[config.mk]
export PLATFORM = sky130hd
export DESIGN_NAME = instruction_fetch_flat
export DESIGN_NICKNAME = d
export VERILOG_FILES = /design/src/rtl/instruction_fetch_pkg.sv /design/src/rtl/instruction_fetch_if.sv /design/src/rtl/instruction_fetch_buffer.sv /design/src/rtl/instruction_fetch.sv /design/src/flat_wrapper.sv
export SDC_FILE = /design/constraint.sdc
export NUM_CORES = 1
export LEC_CHECK = 0
export CELL_PAD_IN_SITES_DETAIL_PLACEMENT = 1
export CELL_PAD_IN_SITES_GLOBAL_PLACEMENT = 1
export CORE_MARGIN = 2
export CORE_UTILIZATION = 38
export DETAILED_ROUTE_END_ITERATION = 16
export PLACE_DENSITY_LB_ADDON = 0.3
export SLEW_MARGIN = 10
export SYNTH_ARGS = -nofsm -noshare
export SYNTH_HDL_FRONTEND = slang
export SYNTH_SLANG_ARGS = --single-unit
[constraint.sdc]
create_clock -name clock -period 3.8 [get_ports clock]
set_clock_uncertainty 0.2 [all_clocks]
set_input_delay 0.57 -clock clock [delete_from_list [all_inputs] [get_ports clock]]
set_output_delay 0.57 -clock clock [all_outputs]
set_load 0.03 [all_outputs]
[src/rtl/instruction_fetch_pkg.sv]
// Shared definitions for the j2 instruction fetch stage: default widths,
// reset address, opcode field constants and the FSM state type.
// Optional build macro: IFETCH_JUMP_PREDECODE_EN (see instruction_fetch.sv).
package instruction_fetch_pkg;

  localparam int DEF_ADDR_WIDTH = 13;
  localparam int DEF_DATA_WIDTH = 16;
  localparam int DEF_BUF_DEPTH  = 2;

  // j2 opcode field lives in bits [15:13]; bit 15 set marks a literal
  localparam int         OP_MSB  = 15;
  localparam int         OP_LSB  = 13;
  localparam int         LIT_BIT = 15;
  localparam logic [2:0] OP_JUMP  = 3'b000;
  localparam logic [2:0] OP_CJUMP = 3'b001;
  localparam logic [2:0] OP_CALL  = 3'b010;
  localparam logic [2:0] OP_ALU   = 3'b011;

  // Jump target field width of an unconditional jump word
  localparam int JUMP_TARGET_BITS = 13;

  typedef enum logic {
    HALTED  = 1'b0,
    RUNNING = 1'b1
  } fetch_state_t;

  // Unconditional jump: opcode 000 and not a literal
  function automatic logic is_jump(input logic [15:0] word);
    return (word[OP_MSB:OP_LSB] == OP_JUMP) && !word[LIT_BIT];
  endfunction

endpackage

[src/rtl/instruction_fetch_if.sv]
// Fetch stage bus: run/redirect control from the core, the instruction RAM
// read port and the valid/ready handshake towards decode.
// master = fetch stage, slave = its environment (core, RAM, decode).
interface instruction_fetch_if #(
  parameter int ADDR_WIDTH = 13,
  parameter int DATA_WIDTH = 16
);
  logic                  fetch_enable;
  logic                  redirect_valid;
  logic [ADDR_WIDTH-1:0] redirect_address;
  logic [ADDR_WIDTH-1:0] fetch_address;
  logic [DATA_WIDTH-1:0] fetch_data;
  logic                  instr_valid;
  logic                  instr_ready;
  logic [DATA_WIDTH-1:0] instr;
  logic [ADDR_WIDTH-1:0] instr_pc;

  modport master (
    input  fetch_enable, redirect_valid, redirect_address, fetch_data, instr_ready,
    output fetch_address, instr_valid, instr, instr_pc
  );

  modport slave (
    output fetch_enable, redirect_valid, redirect_address, fetch_data, instr_ready,
    input  fetch_address, instr_valid, instr, instr_pc
  );
endinterface

[src/rtl/instruction_fetch_buffer.sv]
// Small FIFO of fetched {pc, word} pairs sitting between the instruction RAM
// and decode. Head entry is read straight from storage registers. A flush
// empties the FIFO and wins over a push in the same cycle.
module instruction_fetch_buffer #(
  parameter int ADDR_WIDTH = 13,
  parameter int DATA_WIDTH = 16,
  parameter int DEPTH      = 2,
  localparam int CNT_W     = $clog2(DEPTH + 1)
) (
  input  logic                  clock,
  input  logic                  reset_n,
  input  logic                  push,
  input  logic [ADDR_WIDTH-1:0] push_pc,
  input  logic [DATA_WIDTH-1:0] push_word,
  input  logic                  pop,
  input  logic                  flush,
  output logic                  head_valid,
  output logic [ADDR_WIDTH-1:0] head_pc,
  output logic [DATA_WIDTH-1:0] head_word,
  output logic [CNT_W-1:0]      count
);
  localparam int               PTR_W = (DEPTH > 1) ? $clog2(DEPTH) : 1;
  localparam logic [PTR_W-1:0] LAST  = PTR_W'(DEPTH - 1);
  localparam logic [CNT_W-1:0] FULL  = CNT_W'(DEPTH);

  logic [ADDR_WIDTH-1:0] pc_mem   [DEPTH];
  logic [DATA_WIDTH-1:0] word_mem [DEPTH];
  logic [PTR_W-1:0]      rd_ptr;
  logic [PTR_W-1:0]      wr_ptr;
  logic                  do_pop;

  function automatic logic [PTR_W-1:0] bump(input logic [PTR_W-1:0] p);
    return (p == LAST) ? '0 : p + PTR_W'(1);
  endfunction

  assign head_valid = (count != '0);
  assign head_pc    = pc_mem[rd_ptr];
  assign head_word  = word_mem[rd_ptr];
  assign do_pop     = pop && head_valid;

  // Storage, pointers and occupancy count
  always_ff @(posedge clock) begin
    if (!reset_n) begin
      rd_ptr <= '0;
      wr_ptr <= '0;
      count  <= '0;
      for (int i = 0; i < DEPTH; i++) begin
        pc_mem[i]   <= '0;
        word_mem[i] <= '0;
      end
    end else if (flush) begin
      rd_ptr <= '0;
      wr_ptr <= '0;
      count  <= '0;
    end else begin
      if (push) begin
        pc_mem[wr_ptr]   <= push_pc;
        word_mem[wr_ptr] <= push_word;
        wr_ptr           <= bump(wr_ptr);
      end
      if (do_pop) begin
        rd_ptr <= bump(rd_ptr);
      end
      case ({push, do_pop})
        2'b10:   count <= count + CNT_W'(1);
        2'b01:   count <= count - CNT_W'(1);
        default: count <= count;
      endcase
    end
  end

  // The issue credit rule in the fetch stage must keep pushes off a full FIFO
  push_on_full: assert property (@(posedge clock) disable iff (!reset_n)
    !(push && !flush && (count == FULL)));

endmodule

[src/rtl/instruction_fetch.sv]
// j2 fetch stage: owns the PC, drives the instruction RAM read address,
// absorbs the RAM's one-cycle read latency and hands words to decode through
// a small buffer so decode stalls never drop instructions.
// Optional build macro: IFETCH_JUMP_PREDECODE_EN -- when defined, an
// unconditional jump word returning from RAM retargets the PC directly and
// the sequential fetch of that cycle is not issued.
//
// state   | meaning
// HALTED  | no new fetches issued; buffered words still drain to decode
// RUNNING | a fetch is issued every cycle the buffer has credit
module instruction_fetch
  import instruction_fetch_pkg::*;
#(
  parameter int                    ADDR_WIDTH = DEF_ADDR_WIDTH,
  parameter int                    DATA_WIDTH = DEF_DATA_WIDTH,
  parameter logic [ADDR_WIDTH-1:0] RESET_ADDR = '0,
  parameter int                    BUF_DEPTH  = DEF_BUF_DEPTH
) (
  input logic                 clock,
  input logic                 reset_n,
  instruction_fetch_if.master bus
);
  localparam int               CNT_W     = $clog2(BUF_DEPTH + 1);
  localparam int               OCC_W     = CNT_W + 1;
  localparam logic [OCC_W-1:0] DEPTH_OCC = OCC_W'(BUF_DEPTH);

  fetch_state_t          state;
  logic [ADDR_WIDTH-1:0] pc;
  logic [ADDR_WIDTH-1:0] inflight_pc;
  logic                  inflight;
  logic [ADDR_WIDTH-1:0] fetch_address;
  logic [CNT_W-1:0]      count;
  logic [OCC_W-1:0]      occupancy;
  logic                  pop;
  logic                  push;
  logic                  credit;
  logic                  issue;
  logic                  jump_hit;
  logic [ADDR_WIDTH-1:0] jump_target;
  logic                  head_valid;
  logic [ADDR_WIDTH-1:0] head_pc;
  logic [DATA_WIDTH-1:0] head_word;

  // A redirect is presented to the RAM in the same cycle it arrives
  assign fetch_address     = bus.redirect_valid ? bus.redirect_address : pc;
  assign bus.fetch_address = fetch_address;

  assign pop  = head_valid && bus.instr_ready;
  // A redirect discards the word returning for the previous fetch
  assign push = inflight && !bus.redirect_valid;

  assign bus.instr_valid = head_valid;
  assign bus.instr       = head_word;
  assign bus.instr_pc    = head_pc;

  // Jump predecode on the word returning from RAM (inert unless enabled)
  always_comb begin
    jump_hit    = 1'b0;
    jump_target = pc;
`ifdef IFETCH_JUMP_PREDECODE_EN
    jump_hit    = push && is_jump(bus.fetch_data[15:0]);
    jump_target = ADDR_WIDTH'(bus.fetch_data[JUMP_TARGET_BITS-1:0]);
`endif
  end

  // Issue decision: buffered plus in-flight words may never exceed the depth
  always_comb begin
    occupancy = {1'b0, count} + OCC_W'(inflight);
    credit    = (occupancy < DEPTH_OCC) || ((occupancy == DEPTH_OCC) && pop);
    issue     = (state == RUNNING) && (bus.redirect_valid || (credit && !jump_hit));
  end

  // Run/halt FSM, program counter and in-flight fetch tracking
  always_ff @(posedge clock) begin
    if (!reset_n) begin
      state       <= HALTED;
      pc          <= RESET_ADDR;
      inflight    <= 1'b0;
      inflight_pc <= '0;
    end else begin
      case (state)
        HALTED:  if (bus.fetch_enable)  state <= RUNNING;
        RUNNING: if (!bus.fetch_enable) state <= HALTED;
        default: state <= HALTED;
      endcase
      inflight <= issue;
      if (issue) begin
        inflight_pc <= fetch_address;
        pc          <= fetch_address + ADDR_WIDTH'(1);
      end else if (bus.redirect_valid) begin
        pc <= bus.redirect_address;
      end else if (jump_hit) begin
        pc <= jump_target;
      end
    end
  end

  instruction_fetch_buffer #(
    .ADDR_WIDTH (ADDR_WIDTH),
    .DATA_WIDTH (DATA_WIDTH),
    .DEPTH      (BUF_DEPTH)
  ) u_buffer (
    .clock      (clock),
    .reset_n    (reset_n),
    .push       (push),
    .push_pc    (inflight_pc),
    .push_word  (bus.fetch_data),
    .pop        (pop),
    .flush      (bus.redirect_valid),
    .head_valid (head_valid),
    .head_pc    (head_pc),
    .head_word  (head_word),
    .count      (count)
  );

endmodule
[src/flat_wrapper.sv]
// flat-port wrapper written by rule: the top's interface ports become plain ports
module instruction_fetch_flat import instruction_fetch_pkg::*;
#(
  parameter int                    ADDR_WIDTH = DEF_ADDR_WIDTH,
  parameter int                    DATA_WIDTH = DEF_DATA_WIDTH,
  parameter logic [ADDR_WIDTH-1:0] RESET_ADDR = '0,
  parameter int                    BUF_DEPTH  = DEF_BUF_DEPTH
)
  (clock, reset_n, bus_fetch_enable, bus_redirect_valid, bus_redirect_address, bus_fetch_data, bus_instr_ready, bus_fetch_address, bus_instr_valid, bus_instr, bus_instr_pc);
  instruction_fetch_if #(.ADDR_WIDTH(ADDR_WIDTH), .DATA_WIDTH(DATA_WIDTH)) bus_i ();
  input logic clock;
  input logic reset_n;
  input wire logic [$bits(bus_i.fetch_enable)-1:0] bus_fetch_enable;
  input wire logic [$bits(bus_i.redirect_valid)-1:0] bus_redirect_valid;
  input wire logic [$bits(bus_i.redirect_address)-1:0] bus_redirect_address;
  input wire logic [$bits(bus_i.fetch_data)-1:0] bus_fetch_data;
  input wire logic [$bits(bus_i.instr_ready)-1:0] bus_instr_ready;
  output wire logic [$bits(bus_i.fetch_address)-1:0] bus_fetch_address;
  output wire logic [$bits(bus_i.instr_valid)-1:0] bus_instr_valid;
  output wire logic [$bits(bus_i.instr)-1:0] bus_instr;
  output wire logic [$bits(bus_i.instr_pc)-1:0] bus_instr_pc;
  assign bus_i.fetch_enable = bus_fetch_enable;
  assign bus_i.redirect_valid = bus_redirect_valid;
  assign bus_i.redirect_address = bus_redirect_address;
  assign bus_i.fetch_data = bus_fetch_data;
  assign bus_i.instr_ready = bus_instr_ready;
  assign bus_fetch_address = bus_i.fetch_address;
  assign bus_instr_valid = bus_i.instr_valid;
  assign bus_instr = bus_i.instr;
  assign bus_instr_pc = bus_i.instr_pc;
  instruction_fetch #(.ADDR_WIDTH(ADDR_WIDTH), .DATA_WIDTH(DATA_WIDTH), .RESET_ADDR(RESET_ADDR), .BUF_DEPTH(BUF_DEPTH)) u_core (.clock(clock), .reset_n(reset_n), .bus(bus_i));
endmodule
==> results by group <==
Synth
  – Main synth FF type: edfxtp_1
  – Post-Syn Nets: roughly 380
  – Syn avg cell area: approximately 12 sq um
  – Area contributors post-synth: edfxtp_1, dfxtp_1, mux2_2, and2_1, mux2i_1
  – Share of the synthesized area in the top cell type: 0.419
  – Post-Synth Simple-Gate Area: 0.178
  – Synth cell types: between 40 and 50
  – Post-synthesis sequential area ratio: 0.578
  – Most numerous cell in the Yosys netlist: and2_1
  – Mapped Area: 4160 sq um
  – Warning count from the yosys run: 0
  – Top cells by count, synth: and2_1, edfxtp_1, dfxtp_1, mux2_2, nor2_1
  – Synthesized instance count: between 300 and 400
  – Largest family of logic cells by synthesized area: simple AND/OR/NAND/NOR gates
  – Xor/xnor share of the synthesized area: 0.00843
  – Synthesized flop and latch total: 91
  – EDFF count, synth: between 50 and 60
  – Post-Synth Adder-Cell Area: 0.0151
  – Largest area contributor in the netlist: edfxtp_1
  – Fraction of registers with async set/reset: 0
  – Synth Area in Compound Gates: 0.0708
  – Mux contribution to synthesized area: 0.116

Timing
  – Period minus WS final: roughly 3300 ps
  – Hold Vio Cnt, Final: 0
  – RSZ-0062 raised after global routing: no
  – Setup TNS: 0 ps
  – Final worst path period share: 0.864
  – Max-slew headroom: 0.363
  – Worst Tran Pin Value: approximately 960 ps
  – Fin. max-slew vios: 0
  – Setup violators final: 0
  – Fmax: 0.305 GHz

Final layout
  – FF/Latch Area: 2400 sq um
  – Antenna cells: 0
  – Non-Filler Instances: between 500 and 600
  – Layout area overhead: 28.2%
  – Layout cell share with drive strength beyond 1: 0.162
  – Area of the multi-input gates: between 1500 and 2000 sq um
  – Nets: roughly 460
  – # fillers: around 1,100

Clock tree
  – H-tree Lvls: 3
  – Clock network latency to the later pin of the worst-skew pair: roughly 350 ps
  – Post-cts hold buffer count: 0
  – Max clock buf depth: 2
  – Clock transition at path regs: around 90 ps
  – Cts bufs inserted: 9
  – CTS tree: done
  – Root buffer cell: clkbuf_8
  – Sinks on Clock Net: slightly above 90
  – # resized after CTS: 0
  – Postcts setup bufs: 0

Power and ir drop
  – Tot Pwr: 0.00212 W
  – PwrDens: between 300 and 400 nW/um^2
  – Leakage: 2.02 nW
  – IR Drop Worst-Case VDD: approximately 0.00019 V

Worst hold path
  – Worst Hold Depth: 2
  – Worst Min Path Start: u_core.inflight_pc[6]$_SDFFE_PN0P_
  – WHS Endpoint: u_core.inflight_pc[6]$_SDFFE_PN0P_
  – Hold crit path type: reg -> reg

Outcome
  – Status: finished clean

Placement
  – Placed insts: roughly 550
  – RePlAce Congestion: 0.771
  – IO buf count: between 70 and 80
  – Dpl hpwl: approximately 5900 microns

Global route
  – Global-route wire length before repair: between 10,000 and 15,000 microns
  – Vias in the first global route: 2,934
  – GRT Residual Overflow: 0
  – Initial antenna violation count: 0
  – Largest net degree at the start of global routing: 30
  – Global-route usage over all layers: 0.157

Critical path
  – WP buf/inv: 4
  – Critical-path top delay cell: clkdlybuf4s50_1
  – Arr. time, crit path: roughly 2500 ps
  – Cell family with most CP delay: buffers and inverters
  – Critical Path Fanout Max: 28
  – Worst r2r dst: u_core.jump_target[6]$_SDFF_PN0_
  – Reg-to-Reg Start: u_core.u_buffer.count[0]$_SDFFE_PP0P_
  – Crit Path Class: in -> out
  – Critical-path cell list: clkdlybuf4s50_1, buf_4, mux2i_1, inv_1, clkdlybuf4s50_1
  – Worst r2r path cells: 7
  – Worst path max stage delay: 620 ps
  – CP required: 3030 ps
  – Crit end category: primary output
  – Most used cell, CP: clkdlybuf4s50_1
  – Critical Path Source Type: primary input
  – Reg2reg setup slack: around 1000 ps

Run
  – Max-cap violation count: 0

Floorplanning
  – Initial Util: 0.387
  – Die W: between 100 and 150 microns
  – Top Ports: between 70 and 80
  – Die height: around 110 microns
  – Die ar.: around 12,000 sq um
  – Row count: 38
  – Core area: roughly 11,000 sq um

Routing
  – Iteration-0 DRC count of the detailed router: 94
  – Drt wl/cell: around 16 microns
  – Drt first pass iters: 4
  – Vias per cell: ~5.0
  – # DRC: 0
  – Via count: between 2,000 and 3,000
  – Routed Antenna Nets: 0
  – WL final: around 8800 microns
cell families (layout without fill, tap and decap cells):
logic type,count (synthesis),count (layout)
and+or+nand+nor,129,129
adders and majority gates,5,5
muxes,44,44
xor gates and xnor gates,4,4
DFF,91,91
AOI/OAI and AO/OA,38,38
buffers and inverters,31,114
where the power goes:
part / leakage [nW] / internal [W] / switching (W)
clock network: 0.117 / 0.000390 / 0.000343
registers: 0.869 / 0.00109 / 0.0000181
logic: 1.04 / 0.000125 / 0.000154
metal layers:
layer | GRT usage | vias to the layer above | share of wire | routed length (microns)
li1 | - | 1372 | - | -
met1 | 0.199 | 1397 | 0.45 | 3970
met2 | 0.272 | 68 | 0.50 | 4420
met3 | 0.0223 | 7 | 0.035 | 308
met4 | 0.0540 | 0 | 0.0089 | 78
met5 | 0 | - | 0 | 0
sequential cells by signal (all words and copies together) (netlist names), named ones only:
register and count:
u_core.inflight 1, u_core.inflight_pc 13, u_core.jump_target 13, u_core.state 1, u_core.u_buffer.count 2, u_core.u_buffer.pc_mem 26
u_core.u_buffer.rd_ptr 1, u_core.u_buffer.word_mem 32, u_core.u_buffer.wr_ptr 1
cell type report:
type                            instances  share of cell area
Tap cell                              140              0.0329
Sequential cell                        91               0.451
Clock buffer                           10              0.0258
Inverter                               12             0.00846
Clock inverter                          6              0.0164
Timing Repair Buffer                   86               0.157
Multi-Input combinational cell        220               0.308
worst max-delay path by stage:
| stage | from | to | slack, ps | depth (start not counted) |
|---|---|---|---|---|
| floorplan | bus_redirect_valid | u_core.u_buffer.pc_mem[1][0]$_SDFFCE_PN0P_ | 180 | 3 |
| global placement | bus_redirect_valid | bus_fetch_address[8] | 590 | 5 |
| detailed placement | bus_redirect_valid | bus_fetch_address[0] | 530 | 5 |
| CTS | bus_redirect_valid | bus_fetch_address[1] | 530 | 5 |
| global route | bus_redirect_valid | bus_fetch_address[1] | 410 | 5 |
| finish | bus_redirect_valid | bus_fetch_address[0] | 520 | 5 |
tightest hold or removal path, delay by kind of cell (launching register included):
family | cells | cell delay [ps]
compound gates | 1 | 50
flops | 1 | 330
simple gates | 1 | 60
stage by stage:
step	utilization	hold slack, ps	setup WS [ps]	instance area, sq um
floorplan	-	236	177	4160
global placement	0.475	247	591	5100
detailed placement	0.475	279	534	5100
CTS	0.496	292	531	5330
global route	0.496	341	410	5330
finish	0.496	286	518	5330
placed cells by master, fill, tap and decap left out, types with 3 or more instances in the layout:
cell type,instances
inv_1,12
edfxtp_1,58
ha_1,5
nor2_1,21
nor3_1,10
and2_1,59
a21oi_1,7
nand2_1,11
o21ai_0,4
nor4_1,4
a211oi_1,8
mux2i_1,11
buf_4,10
mux2_2,33
and3_1,3
dfxtp_1,33
clkdlybuf4s50_1,76
clkbuf_8,10
o31a_1,3
Note: power is estimated with default switching activity, not from simulation.
